<file path="src/rtl/repack_flush.sv">
// Narrow-to-wide lane packer: D lanes of W bits become one W*D-bit word, with early flush on s_lst.
// Build option REPACK_FLUSH_MSB_FIRST_EN places lane 0 in the most significant lane of m_dat.
module repack_flush #(
  parameter int W  = 8,
  parameter int D  = 4,
  parameter int CW = $clog2(D + 1)
) (
  input  logic            clk,
  input  logic            rst_n,
  input  logic            s_stb,
  input  logic [W-1:0]    s_dat,
  input  logic            s_lst,
  output logic            s_rdy,
  output logic            m_stb,
  output logic [W*D-1:0]  m_dat,
  output logic [CW-1:0]   m_cnt,
  output logic            m_lst,
  input  logic            m_rdy
);

  localparam int IW = $clog2(D);

  logic [IW-1:0]        idx;
  logic [W*(D-1)-1:0]   asm_lanes;
  logic                 acc;
  logic                 done;
  logic [W*D-1:0]       word;

  // Builds the outgoing word: held lanes below last, the live lane at last, zeros above.
  function automatic logic [W*D-1:0] pack_word(
    input logic [W*(D-1)-1:0] lanes,
    input logic [IW-1:0]      last,
    input logic [W-1:0]       dat
  );
    logic [W*D-1:0] ext;
    logic [W*D-1:0] res;
    logic [W-1:0]   lane;
    ext = {{W{1'b0}}, lanes};
    res = '0;
    for (int k = 0; k < D; k++) begin
      if (k < int'(last))
        lane = ext[W*k +: W];
      else if (k == int'(last))
        lane = dat;
      else
        lane = '0;
`ifdef REPACK_FLUSH_MSB_FIRST_EN
      res[W*(D-1-k) +: W] = lane;
`else
      res[W*k +: W] = lane;
`endif
    end
    return res;
  endfunction

  always_comb begin
    s_rdy = ~m_stb | m_rdy;
    acc   = s_stb & s_rdy;
    done  = acc & (s_lst | (idx == IW'(D - 1)));
    word  = pack_word(asm_lanes, idx, s_dat);
  end

  // Input stage: lane index and assembly buffer
  always_ff @(posedge clk) begin
    if (!rst_n)
      idx <= '0;
    else if (done)
      idx <= '0;
    else if (acc)
      idx <= idx + 1'b1;
  end

  always_ff @(posedge clk) begin
    if (acc && !done)
      asm_lanes[W*idx +: W] <= s_dat;
  end

  // Output stage: word register, reloaded on completion, emptied on a bare transfer
  always_ff @(posedge clk) begin
    if (!rst_n) begin
      m_stb <= 1'b0;
      m_dat <= '0;
      m_cnt <= '0;
      m_lst <= 1'b0;
    end else if (done) begin
      m_stb <= 1'b1;
      m_dat <= word;
      m_cnt <= CW'(idx) + CW'(1);
      m_lst <= s_lst;
    end else if (m_rdy) begin
      m_stb <= 1'b0;
    end
  end

endmodule

</file>
<file path="config.mk">
export PLATFORM = sky130hd
export DESIGN_NAME = repack_flush
export DESIGN_NICKNAME = d
export VERILOG_FILES = /design/src/rtl/repack_flush.sv
export SDC_FILE = /design/constraint.sdc
export NUM_CORES = 1
export LEC_CHECK = 0
export BUFFER_PORTS_ARGS = -buffer_cell sky130_fd_sc_hd__buf_2
export CAP_MARGIN = 20
export CORE_MARGIN = 2
export CORE_UTILIZATION = 45
export CTS_CLUSTER_DIAMETER = 60
export DETAILED_ROUTE_END_ITERATION = 8
export HOLD_SLACK_MARGIN = 0.08
export PLACE_DENSITY = 0.75
export SLEW_MARGIN = 15
export SYNTH_ARGS = -nofsm -noshare
export SYNTH_HDL_FRONTEND = slang
export SYNTH_SLANG_ARGS = --single-unit
export TNS_END_PERCENT = 30
</file>
<file path="constraint.sdc">
create_clock -name clk -period 2.5 [get_ports clk]
set_input_delay 0.375 -clock clk [delete_from_list [all_inputs] [get_ports clk]]
set_output_delay 0.375 -clock clk [all_outputs]
set_load 0.01 [all_outputs]
</file>
Yosys cells after proc, flatten, opt, wreduce, memory -nomap -nowiden
Cells that the tools add are included.
W data, S select, Z words.
- add/sub/neg operators: 3
- multipliers: 0
- div/mod/pow operators: 0
- magnitude comparators: 3
- eq/ne operators: 4
- shift operators: 2
- muxes and demuxes: 10
- bitwise gates (word level): 6
- reduce and logical (&&, ||, !) cells: 5
- operator list (kind ; count):
    $mux W8 ; 7
    $neg A5 Y34 ; 1
    $shift A8 B34 Y24 const A ; 1
    $shiftx A8 B34 Y24 ; 1
    $bwmux W24 ; 1
    $eq A2 B2 Y1 const A ; 2
    $lt A1 B2 Y1 const A ; 2
    $add A2 B1 Y3 const B ; 1
    $add A2 B1 Y2 const B ; 1
    $and A1 B1 Y1 ; 2
    $eq A1 B2 Y1 const A ; 1
    $eq A2 B2 Y1 const B ; 1
    $logic_not A2 Y1 ; 1
    $lt A2 B2 Y1 const A ; 1
    $mux W1 ; 2
    $not A1 Y1 ; 2
    $or A1 B1 Y1 ; 2
    $reduce_bool A2 Y1 ; 1
    $reduce_or A2 Y1 ; 1
    $logic_and A1 B1 Y1 ; 1
    $logic_not A1 Y1 ; 1
- register bits after elaboration: 63
- bits in latches: 0
- bits in writable memories: 0
- memory bits (read-only): 0
- bits of input ports: 13
- output and inout bits: 38
- memories kept: 0

Longest topological paths before layout
- depth in word-level cells: 6
- mapped depth: 7

Worst setup path after synthesis
OpenSTA, ideal clock, no wires.
- path kind: register -> register
- start point: register idx[1]
- end point: register asm_lanes[16], data pin
- library setup time: 132 ps
- data arrival time: 1624 ps
- required time: 2368 ps
- path slack: 744 ps
- stages on the path, launching flop included: 6
- buffers on the path: 1
- clock period less this slack: 1756 ps
- cells stage by stage: dfxtp_1 > clkbuf_1 > inv_1 > ha_1 > nor4b_2 > and2_1
- word-level cells in the longest chain between the ends: 3
- elaborated cells on any way between the ends: 4
- classes of those cells: add/sub (1); shift (2); mux (1)
- RTL lines (what ; line ; source):
    start, declared ; 23 ; logic [IW-1:0] idx;
    start signal, assigned ; 70 ; idx <= idx + 1'b1;
    $neg A5 Y34 (*) ; 75 ; asm_lanes[W*idx +: W] <= s_dat;
    $shiftx A8 B34 Y24 or $shift A8 B34 Y24 (tied branches) ; 75 ;
    $bwmux W24 (*) ; 75 ;
    end signal, assigned by index ; 75 ;
    end, declared ; 24 ; logic [W*(D-1)-1:0] asm_lanes;
Mark *: on every way between the ends. The rest lies on a longest branch, timed or not.
A chain may end at the register's enable or synchronous reset.

Worst setup path in the final report
- start point: register idx[1]
- end point: register asm_lanes[23], data pin
Same word-level chain as after synthesis.

==> results by group <==
Worst setup path
  • Critical Path Stages: 4
  • CP delay by family, top: simple AND/OR/NAND/NOR gates
  • Crit-path cells: inv_1 -> ha_1 -> nor4b_2 -> and2_1
  • Critical-path top delay cell: dfxtp_1
  • CP endpoint kind: register
  • Crit-path max FO: 14
  • Buf/Inv on CP: 1
  • Crit path DAT: 2.33 ns
  • Worst R2R Path Depth: 4
  • Critical path's largest stage delay: 0.56 ns
  • Worst Path Required: 2.71 ns
  • Type of origin of the critical path: register
  • Critical path class: reg -> reg

Timing
  • Hold Slack: 0.297 ns
  • Tmin final: 2.12 ns
  • Final hold violation count: 0
  • Slew Limit Fails: 0
  • Max Fclk: 472 MHz
  • Worst-Margin Slew: 0.663 ns
  • Tcrit/Tclk final: 84.8%
  • Final setup vio count: 0
  • Slew HR: 55.6%
  • RSZ-0062 raised after global routing: false
  • Worst clock skew: 0.00876 ns
  • Final setup TNS: 0 ns

Floorplanning
  • Die X-Extent: 82.7 um
  • IO Count: 51
  • Die area: 6850 um2
  • Initial core utilization: 46.8%
  • Row count: 28
  • Core region area: 5960 um2
  • Die Span Y: 82.7 um

Synthesis
  • Cell count after synthesis: 242
  • Yosys cell types: 36
  • Post-synthesis cell area: 2790 um2
  • Yosys warns: 0
  • Synth area leader: dfxtp_1
  • Sequential area share after synthesis: 53.8%
  • Mean Syn Cell Area: 11.5 um2
  • Net Count, Synth: 261
  • Synth area leaders: dfxtp_1, edfxtp_1, a31oi_1
  • #FFs+latches synth: 63
  • Area share of the leading cell type in the synthesized netlist: 28.0%

Routing
  • Iteration-0 DRC Markers: 138
  • DR vias: 2,082
  • DRC: 0
  • DR vias/cell: 5.66
  • DR pass1 iterations: 4
  • Antenna-violating nets left: 0
  • Final WL: 6470 um
  • Routed length per instance: 17.6 um

GRT
  • Gr usage total: 20.7%
  • Largest net degree at the start of global routing: 31
  • Initial antenna violation count: 0
  • First-pass GRT wire length: 10,100 um
  • Grt ovf: 0
  • Vias in the first global route: 1,864

Final layout
  • Area Overhead vs Synth: 17.7%
  • Layout net count: 307
  • Share of layout cells above drive strength 1: 26.6%
  • Most common cell after layout, fill and taps aside: buf_2
  • Most frequent cells in the layout: buf_2, dfxtp_1, a31oi_1
  • Antenna diodes: 0
  • Area of the multi-input gates: 1150 um2
  • Register area: 1500 um2
  • Fillers: 525

Clock network
  • CTS Hold Buffers Added: 0
  • Post_cts resized: 0
  • Clock Path Buffers: 2
  • Clock Sinks: 63
  • TritonCTS Buffers: 9
  • CTS tree: done
  • Root Driver: clkbuf_8
  • Number of H-tree levels: 3
  • # Post-CTS Setup Buffers: 0
  • Clk_lat worst skew: 0.34 ns
  • Clk slew on worst S/H paths: 0.07 ns

Pwr
  • P per Cell Area: 746 nW/um2
  • Peak supply drop: 0.389 mV
  • Leakage Power: 0.00137 uW

Run status
  • Status: complete, no violations

Placement
  • DP HPWL: 4250 um
  • PortBufs: 50
  • Gpl congestion: 0.854

Min path
  • Worst Hold Class: in -> reg
  • Worst hold path stage count: 2

Flow run
  • MaxCap Viol Count: 0
## cells by family after synthesis
kind of cell             Yosys count  share of synthesized area (%)
AND/OR/NAND/NOR                   57                           14.3
AO/OA/AOI/OAI                     84                           21.0
multiplexers                       9                           3.23
buffers and inverters             23                           4.93
flip-flops                        63                           53.8
adder cells (fa/ha/maj)            6                           2.69
## state kept, by name, summed over array words and instances (netlist names)
register,flops
m_cnt,3
m_lst,1
asm_lanes,24
m_stb,1
idx,2
m_dat,32
## final cells by class
class / count / area share, %
clock inverter: 2 / 1.83
sequential: 63 / 45.7
inverter: 5 / 0.648
multi-input combinational: 156 / 35.0
clock buffer: 14 / 5.60
tap: 75 / 2.86
timing repair buffer: 53 / 8.30
## per-stage QoR
step | setup slack (ns) | std cells | area, um2 | utilization [%] | power [uW]
CTS | 0.373 | 368 | 3280 | 55.1 | 2470
global placement | 0.515 | 352 | 3040 | 51.1 | 1410
finish | 0.380 | 368 | 3280 | 55.1 | 2450
floorplan | 0.744 | 242 | 2790 | - | 1330
global route | 0.166 | 368 | 3280 | 55.1 | 2550
detailed placement | 0.393 | 352 | 3040 | 51.1 | 1420
## worst paths after layout
check	start	to	slack [ns]
min reg2reg	m_cnt[2]	m_cnt[2]	0.45
min	s_lst	m_lst	0.30
max	idx[1]	asm_lanes[23]	0.38
max reg2reg	idx[1]	asm_lanes[23]	0.38
## worst reg2reg max path, cell delays in order (launching register included)
cell and delay, ns:
dfxtp_1 0.56, inv_1 0.23, ha_1 0.45, nor4b_2 0.56, and2_1 0.20
## per-layer routing
metal	up-vias	wire length, um	global-route usage, %
met3	9	354	7.07
li1	1015	-	-
met4	0	92	8.20
met5	-	0	0
met2	62	2830	28.1
met1	996	3190	29.9
## Yosys cell counts
cell type and count:
buf_2 6, a31o_2 1, nand4_1 1, buf_4 3
a31oi_1 29, nor2b_1 1, nor2_1 2, mux2i_1 9
buf_6 4, a21o_1 1, and3_1 3, ha_1 6
and2_1 27, edfxtp_1 24, a21oi_1 11, or2_1 1
inv_2 2, nand2_1 5, inv_1 2, o31ai_1 2
nand3_1 2, nor2b_4 1, and3b_1 9, dfxtp_1 39
o21ai_0 2, nor3_4 1, nor3b_2 1, a31oi_4 1
nor3_2 2, a22oi_1 4, inv_4 1, clkbuf_1 5
o21a_1 1, a22o_1 8, a211oi_1 24, nor4b_2 1
## where the power goes
group	switching [uW]	leakage, uW	total, uW	internal [uW]
combinational	162	0.000703	262	100
sequential	22.6	0.000542	1130	1110
clock	380	0.000122	1060	678
total	564	0.00137	2450	1890
Power figures use the tool's default switching activity.
